==> config.mk <==
export PLATFORM = sky130hd
export DESIGN_NAME = alu_op_sequencer
export DESIGN_NICKNAME = d
export VERILOG_FILES = /design/src/rtl/alu_op_sequencer.sv
export SDC_FILE = /design/constraint.sdc
export NUM_CORES = 1
export LEC_CHECK = 0
export CORE_UTILIZATION = 46
export DETAILED_ROUTE_END_ITERATION = 12
export PLACE_DENSITY = 0.82
export SETUP_SLACK_MARGIN = 0.02
export SLEW_MARGIN = 20
export SYNTH_ARGS = -nofsm -noshare
export SYNTH_HDL_FRONTEND = slang
export SYNTH_SLANG_ARGS = --single-unit
==> constraint.sdc <==
create_clock -name clk -period 2.49 [get_ports clk]
set_clock_uncertainty 0.15 [all_clocks]
set_input_delay 0.747 -clock clk [delete_from_list [all_inputs] [get_ports clk]]
set_output_delay 0.747 -clock clk [all_outputs]
set_load 0.05 [all_outputs]
==> src/rtl/alu_op_sequencer.sv <==
// rtl/alu_op_sequencer.sv - request/execute/result sequencer around an external 2-bit ALU
module alu_op_sequencer #(
   parameter int CNT_W = 8
) (
   input  logic             clk,
   input  logic             rst_n,
   input  logic             in_valid,
   output logic             in_ready,
   input  logic [1:0]       in_a,
   input  logic [1:0]       in_b,
   input  logic [2:0]       in_sel,
   output logic [1:0]       alu_a,
   output logic [1:0]       alu_b,
   output logic [2:0]       alu_sel,
   input  logic [1:0]       alu_out,
   input  logic             alu_carry,
   output logic             out_valid,
   input  logic             out_ready,
   output logic [1:0]       out_result,
   output logic             out_carry,
   output logic [2:0]       out_sel,
   output logic             out_illegal,
   output logic [CNT_W-1:0] op_count
);

   typedef enum logic [1:0] {
      IDLE = 2'd0,
      EXEC = 2'd1,
      DONE = 2'd2
   } state_t;

   state_t state;

   always_ff @(posedge clk or negedge rst_n) begin
      if (!rst_n) begin
         state       <= IDLE;
         in_ready    <= 1'b1;
         out_valid   <= 1'b0;
         alu_a       <= 2'b00;
         alu_b       <= 2'b00;
         alu_sel     <= 3'b000;
         out_result  <= 2'b00;
         out_carry   <= 1'b0;
         out_sel     <= 3'b000;
         out_illegal <= 1'b0;
         op_count    <= '0;
      end else begin
         case (state)
            IDLE: begin
               if (in_valid) begin
                  alu_a    <= in_a;
                  alu_b    <= in_b;
                  alu_sel  <= in_sel;
                  in_ready <= 1'b0;
                  state    <= EXEC;
               end
            end
            EXEC: begin
               // The ALU leaves its carry untouched on logic ops, so it is only trusted for add/sub.
               out_sel <= alu_sel;
               case (alu_sel)
                  3'b000, 3'b001: begin
                     out_result  <= alu_out;
                     out_carry   <= alu_carry;
                     out_illegal <= 1'b0;
                  end
                  3'b010, 3'b011, 3'b100: begin
                     out_result  <= alu_out;
                     out_carry   <= 1'b0;
                     out_illegal <= 1'b0;
                  end
                  default: begin
                     out_result  <= 2'b00;
                     out_carry   <= 1'b0;
                     out_illegal <= 1'b1;
                  end
               endcase
               out_valid <= 1'b1;
               state     <= DONE;
            end
            DONE: begin
               if (out_ready) begin
                  out_valid <= 1'b0;
                  in_ready  <= 1'b1;
                  op_count  <= op_count + 1'b1;
                  state     <= IDLE;
               end
            end
            default: begin
               out_valid <= 1'b0;
               in_ready  <= 1'b1;
               state     <= IDLE;
            end
         endcase
      end
   end

endmodule
==> run summary, run 1 <==
Top Layer Used: met3
Detailed Place HPWL: 1460 um
Crit-path max FO: 2
Minimum setup slack after placement: 0.199 ns
Area share of the leading cell type in the synthesized netlist: 60.1%
Largest area contributor in the netlist: sky130_fd_sc_hd__dfrtp_1
Core area: 2040 um^2
Sequential fraction of the synthesis area: 62.6%
Yosys warning count: 0
Number of post-CTS setup repair buffers: 0
DRC viols: 0
Type of the worst min-delay path: reg2reg
Detail Route Antenna Nets: 0
First-pass GRT wire length: 3620 um
Level count of the clock H-tree: 1
Routed length on met3: 123 um
Top flip-flop cell by instance count after synthesis: sky130_fd_sc_hd__dfrtp_1
DP Cell Count: 147
Layout cells sized above 1: 15.3%
Number of max-cap violations: 0
Series of cell instances along the critical path: clkdlybuf4s50_1
Synthesized area: 1040 um^2
Clock period minus final worst setup slack: 2.42 ns
Power consumption: 2.23 mW
Final clock period utilization by the worst path: 97.1%
Worst-path clk slew: 0.13 ns
Most common cell in the synthesized netlist: sky130_fd_sc_hd__dfrtp_1
Unrepaired setup endpoints after global routing: false
Number of optimization iterations in the first detailed-route pass: 4
List of most frequent post-synthesis cells: sky130_fd_sc_hd__dfrtp_1 (25), sky130_fd_sc_hd__nand2_1 (13), sky130_fd_sc_hd__mux2_2 (10)
Sum of met2 wire segment lengths after detailed routing: 1050 um
Max-slew violations: 0
Number of clock buffers inserted by TritonCTS: 3
Syn Area/Cell: 12.5 um^2
Count of final hold-check violations: 0
Worst hold path startpoint: op_count[7]
End-of-flow core utilization: 73.3%
Area enclosed by the die boundary: 2460 um^2
Post-Route Setup TNS: 0 ns
Synthesized netlist net count: 98
Worst skew pair latency: 0.32 ns
Slowest stage cell, crit path: sky130_fd_sc_hd__clkdlybuf4s50_1
Post-detailed-routing wire length: 2110 um
Result of the run: completed
Count of distinct cell types in the synthesized netlist: 23
Violation count after the first detailed-routing iteration: 10
Clock Sink Count: 26
Worst reg2reg path startpoint: state[0]
Largest net degree at the start of global routing: 27
Synthesis-stage register bit count: 26
Maximum root-to-sink buffer count: 2
Via Count: 767
Count of hold buffers inserted by post-cts repair: 0
Reported leakage power: 0.725 nW
TritonCTS clock tree: yes
Measured slew at the worst slew-check pin: 0.516 ns
Critical path origin: out_sel[1]
Dominant delay contributor by cell family on the critical path: buffers and inverters
Drt wl/cell: 14.0 um
Gate Count Post-Synth: 83
Clock tree root driver cell: sky130_fd_sc_hd__clkbuf_4
# setup viols final: 0
Number of standard cells in the layout, taps in and fillers out: 151
Starting utilization of the core area: 51.0%
Worst endpoint required time: 1.59 ns
Diodes inserted: 0
Worst-case setup margin in the final layout: 0.0728 ns
Number of flops mapped to enable cells by yosys: 0
Worst slew slack as a fraction of its limit: 65.5%
Metal1 wirelength: 929 um
Die Y-Extent: 49.6 um
Ratio of total power to cell area: 1490 nW/um^2
Total GRT Usage: 18.8%
Number of buffers inserted by port buffering: 37
Die Width: 49.6 um
Top achievable clock speed: 414 MHz
Critical path class: reg2out
Kind of end point of the critical path: output port
Vias in the first global route: 776
Grt total ovfl: 0
I/O pin count: 38
Post-synth ARST share: 100%
Top cells by area in the synthesized netlist: sky130_fd_sc_hd__dfrtp_1 (60%), sky130_fd_sc_hd__mux2_2 (11%), sky130_fd_sc_hd__nand2_1 (4.7%), sky130_fd_sc_hd__xnor2_1 (3.4%), sky130_fd_sc_hd__dfstp_2 (2.5%)
Max incr delay on CP: 0.82 ns
Fin nets: 140
Antenna violations before repair: 0
Worst VDD drop: 1070 uV
Area Growth Syn to Fin: 43.8%
Row cnt: 16
Element type at the critical path start: flop
Worst Path Arrival: 1.52 ns
RePlAce Congestion: 0.671
Number of buffers and inverters on the critical path: 1
Drt via density: 5.08
-- layout by cell type, fill, tap and decap left out --
| cell | instances |
|---|---|
| sky130_fd_sc_hd__nand2b_4 | 1 |
| sky130_fd_sc_hd__dlygate4sd2_1 | 7 |
| sky130_fd_sc_hd__nand2b_1 | 1 |
| sky130_fd_sc_hd__inv_1 | 1 |
| sky130_fd_sc_hd__nand4_1 | 3 |
| sky130_fd_sc_hd__and3b_1 | 1 |
| sky130_fd_sc_hd__nand2_1 | 13 |
| sky130_fd_sc_hd__o41ai_1 | 1 |
| sky130_fd_sc_hd__o21ai_0 | 5 |
| sky130_fd_sc_hd__dfrtp_1 | 25 |
| sky130_fd_sc_hd__mux2_2 | 10 |
| sky130_fd_sc_hd__buf_4 | 2 |
| sky130_fd_sc_hd__dfstp_2 | 1 |
| sky130_fd_sc_hd__xor2_1 | 3 |
| sky130_fd_sc_hd__clkdlybuf4s50_1 | 26 |
| sky130_fd_sc_hd__clkbuf_4 | 3 |
| sky130_fd_sc_hd__dlymetal6s2s_1 | 3 |
| sky130_fd_sc_hd__ha_1 | 1 |
| sky130_fd_sc_hd__and3_1 | 1 |
| sky130_fd_sc_hd__a21oi_1 | 1 |
| sky130_fd_sc_hd__nor2_1 | 3 |
| sky130_fd_sc_hd__bufinv_16 | 1 |
| sky130_fd_sc_hd__o21a_1 | 1 |
| sky130_fd_sc_hd__nor3_1 | 3 |
| sky130_fd_sc_hd__nand3b_1 | 1 |
| sky130_fd_sc_hd__xnor2_1 | 4 |
| sky130_fd_sc_hd__nor2_2 | 1 |
| sky130_fd_sc_hd__nand3_1 | 1 |
-- per-stage QoR --
step	hold WS [ns]	instance area (um^2)
floorplan	0.301	1040
global placement	0.307	1450
detailed placement	0.307	1450
CTS	0.329	1490
global route	0.337	1500
finish	0.321	1500
-- cell type report --
type | instances | area [um^2]
Multi-Input combinational cell | 55 | 380
Sequential cell | 26 | 652
Timing Repair Buffer | 38 | 374
Tap cell | 27 | 33.8
Clock inverter | 1 | 30.0
Fill cell | 156 | 546
Inverter | 1 | 3.75
Clock buffer | 3 | 22.5
-- path summary, 6_finish.rpt --
| check | to | slack, ns | cells after the start |
|---|---|---|---|
| max | out_sel[1] | 0.07 | 1 |
| min | op_count[7] | 0.32 | 1 |
| max reg2reg | alu_a[0] | 0.89 | 3 |
| min reg2reg | op_count[7] | 0.32 | 1 |
| max in group asynchronous | in_ready | 1.28 | 2 |
| min in group asynchronous | op_count[0] | 0.62 | 2 |
-- metal layers --
metal,global-route usage (%),vias to the layer above
met3,4.63,0
met5,0,-
met2,31.5,29
li1,-,367
met4,3.81,0
met1,24.7,371
-- where the power goes --
part / switching, mW / total [mW] / internal (mW)
registers: 0.159 / 0.759 / 0.600
logic: 0.777 / 1.18 / 0.404
clock network: 0.124 / 0.287 / 0.163
total: 1.06 / 2.23 / 1.17
-- registers in the layout, summed over array words and instances, names as in the netlist --
signal,count
out_carry,1
alu_b,2
op_count,8
in_ready,1
out_result,2
out_illegal,1
out_valid,1
out_sel,3
alu_sel,3
alu_a,2
state,2
-- timing repair --
| item | 4_1_cts | 5_1_grt |
|---|---|---|
| endpoints found under the setup margin | 7 | 3 |
| resized for setup | 7 | 3 |
| pin swaps | 0 | 0 |
-- cell families after synthesis --
kind of cell	count (synthesis)	share of synthesized area, %
buf+inv	2	0.841
xor+xnor	7	5.89
mux	10	10.8
compound gates	8	4.45
fa+ha+maj	1	1.20
simple gates	29	14.2
flops	26	62.6
(Power assumes the default switching activity.)
==> run 2, diff against run 1 <==
--- a/config.mk
+++ b/config.mk
@@ -7,7 +7,7 @@
 export LEC_CHECK = 0
 export CORE_UTILIZATION = 46
 export DETAILED_ROUTE_END_ITERATION = 12
-export PLACE_DENSITY = 0.82
+export PLACE_DENSITY = 0.84
 export SETUP_SLACK_MARGIN = 0.02
 export SLEW_MARGIN = 20
 export SYNTH_ARGS = -nofsm -noshare
==> run 2 against run 1 <==
Global-route usage decreased by 1.0 points. Worst setup slack improved by 0.022 ns. Flip-flop and latch count unchanged. Critical endpoint is now alu_b[0].
==> run summary, run 2 (synthesis results as in run 1) <==
Result of the run: completed
Worst Hold Path EP: op_count[7]
Maximum root-to-sink buffer count: 2
# setup viols final: 0
I/O pin count: 38
Critical path class: reg2out
Slowest stage cell, crit path: sky130_fd_sc_hd__clkdlybuf4s50_1
Worst hold slack: 0.330 ns
Number of buffers inserted by port buffering: 37
Largest regs: op_count x8, alu_sel x3, out_sel x3
Max-slew violations: 0
Post-Route Setup TNS: 0 ns
Series of cell instances along the critical path: clkdlybuf4s50_1
Worst endpoint required time: 1.59 ns
Core area: 2040 um^2
Worst skew pair latency: 0.31 ns
Die Y-Extent: 49.6 um
Fin nets: 140
Unrepaired setup endpoints after global routing: false
Number of cells on the worst hold path: 1
Grt total ovfl: 0
Worst reg2reg setup slack: 0.92 ns
Crit-path max FO: 2
Clock tree root driver cell: sky130_fd_sc_hd__clkbuf_4
Register with the highest flop count: op_count
Violation count after the first detailed-routing iteration: 3
Layout cells sized above 1: 14.5%
Count of final hold-check violations: 0
Number of post-CTS setup repair buffers: 0
Crit Reg-Reg Endpoint: alu_b[0]
Detailed Place HPWL: 1400 um
Clock Sink Count: 26
Kind of end point of the critical path: output port
Drt wl/cell: 12.7 um
First-pass GRT wire length: 3340 um
Number of max-cap violations: 0
DRC viols: 0
Worst hold path startpoint: op_count[7]
Starting utilization of the core area: 51.0%
Die Width: 49.6 um
TritonCTS clock tree: yes
Level count of the clock H-tree: 1
Worst reg2reg path startpoint: state[0]
Antenna violations before repair: 0
Post-detailed-routing wire length: 1910 um
Number of clock buffers inserted by TritonCTS: 3
Commonest cells after routing, fill and taps aside: sky130_fd_sc_hd__dfrtp_1 (25), sky130_fd_sc_hd__clkdlybuf4s50_1 (25), sky130_fd_sc_hd__nand2_1 (13)
Detail Route Antenna Nets: 0
RePlAce Congestion: 0.680
Reported leakage power: 0.715 nW
DP Cell Count: 147
Drt via density: 5.11
Number of standard cells in the layout, taps in and fillers out: 151
Vias in the first global route: 762
Worst-path clk slew: 0.13 ns
Final clock period utilization by the worst path: 96.2%
Worst Path Arrival: 1.50 ns
Largest net degree at the start of global routing: 27
Number of optimization iterations in the first detailed-route pass: 3
Diodes inserted: 0
Via Count: 771
Number of flip-flops in the largest register: 8
Dominant delay contributor by cell family on the critical path: buffers and inverters
Max incr delay on CP: 0.81 ns
Number of buffers and inverters on the critical path: 1
Clock period minus final worst setup slack: 2.40 ns
Measured slew at the worst slew-check pin: 0.513 ns
End-of-flow core utilization: 72.1%
Row cnt: 16
Worst VDD drop: 1020 uV
Area enclosed by the die boundary: 2460 um^2
Total GRT Usage: 17.8%
Type of the worst min-delay path: reg2reg
Ratio of total power to cell area: 1430 nW/um^2
Worst slew slack as a fraction of its limit: 65.8%
Area Growth Syn to Fin: 41.5%
Number of cell instances on the worst register-to-register path: 3
Element type at the critical path start: flop
Top achievable clock speed: 417 MHz
[run 2: cell types whose count changed in the layout (fill, tap and decap cells not counted)]
cell                              previous run  this run
sky130_fd_sc_hd__dlymetal6s2s_1              3         4
sky130_fd_sc_hd__clkbuf_1                    0         1
sky130_fd_sc_hd__clkdlybuf4s50_1            26        25
sky130_fd_sc_hd__bufinv_16                   1         0
[run 2: repair_timing]
item	in CTS	in global routing
endpoints found under the setup margin	7	4
hold buffers	0	0
gates resized for setup	7	4
[run 2: layer usage]
metal	wire, um	GRT usage (%)
met1	855	23.0
met2	953	30.0
met3	104	3.40
met4	0	5.71
met5	0	0
[run 2: worst max path at each step]
| stage | startpoint | to | cells after the start |
|---|---|---|---|
| 2_1_floorplan | in_valid | alu_a[0] | 3 |
| 3_3_place_gp | in_valid | alu_sel[1] | 4 |
| 3_5_place_dp | in_valid | alu_b[0] | 4 |
| 4_1_cts | alu_sel[0] | alu_sel[0] | 1 |
| 5_1_grt | out_sel[1] | out_sel[1] | 1 |
| 6_report | alu_b[0] | alu_b[0] | 1 |
[run 2: per-stage QoR]
step | power (mW) | setup slack (ns) | instance area [um^2]
5_1_grt | 2.23 | 0.0218 | 1470
6_report | 2.10 | 0.0947 | 1470
3_3_place_gp | 1.95 | 0.239 | 1450
3_5_place_dp | 1.97 | 0.219 | 1450
2_1_floorplan | 1.56 | 0.829 | 1040
4_1_cts | 2.13 | 0.0315 | 1460
[run 2: cell type report]
cell class	count	area, um^2
inverter	1	3.75
sequential	26	652
tap	27	33.8
fill	176	569
clock buffer	4	26.3
timing repair buffer	38	377
multi-input combinational	55	380
[run 2: worst register-to-register path: stages, from the launching register on]
cell and delay [ns]:
sky130_fd_sc_hd__dfrtp_1 0.47, sky130_fd_sc_hd__nand2b_4 0.17, sky130_fd_sc_hd__nor2_2 0.30, sky130_fd_sc_hd__mux2_2 0.39
[run 2: power by group]
| group | internal [mW] | switching (mW) |
|---|---|---|
| Combinational | 0.408 | 0.767 |
| Clock | 0.0625 | 0.115 |
| Sequential | 0.600 | 0.151 |
==> run 3, diff against run 2 <==
--- a/config.mk
+++ b/config.mk
@@ -6,6 +6,7 @@
 export NUM_CORES = 1
 export LEC_CHECK = 0
 export CORE_UTILIZATION = 46
+export CTS_CLUSTER_SIZE = 10
 export DETAILED_ROUTE_END_ITERATION = 12
 export PLACE_DENSITY = 0.84
 export SETUP_SLACK_MARGIN = 0.02
==> results of run 3 <==
Same layout as run 2: the final DEF is identical, and so are final timing and power.
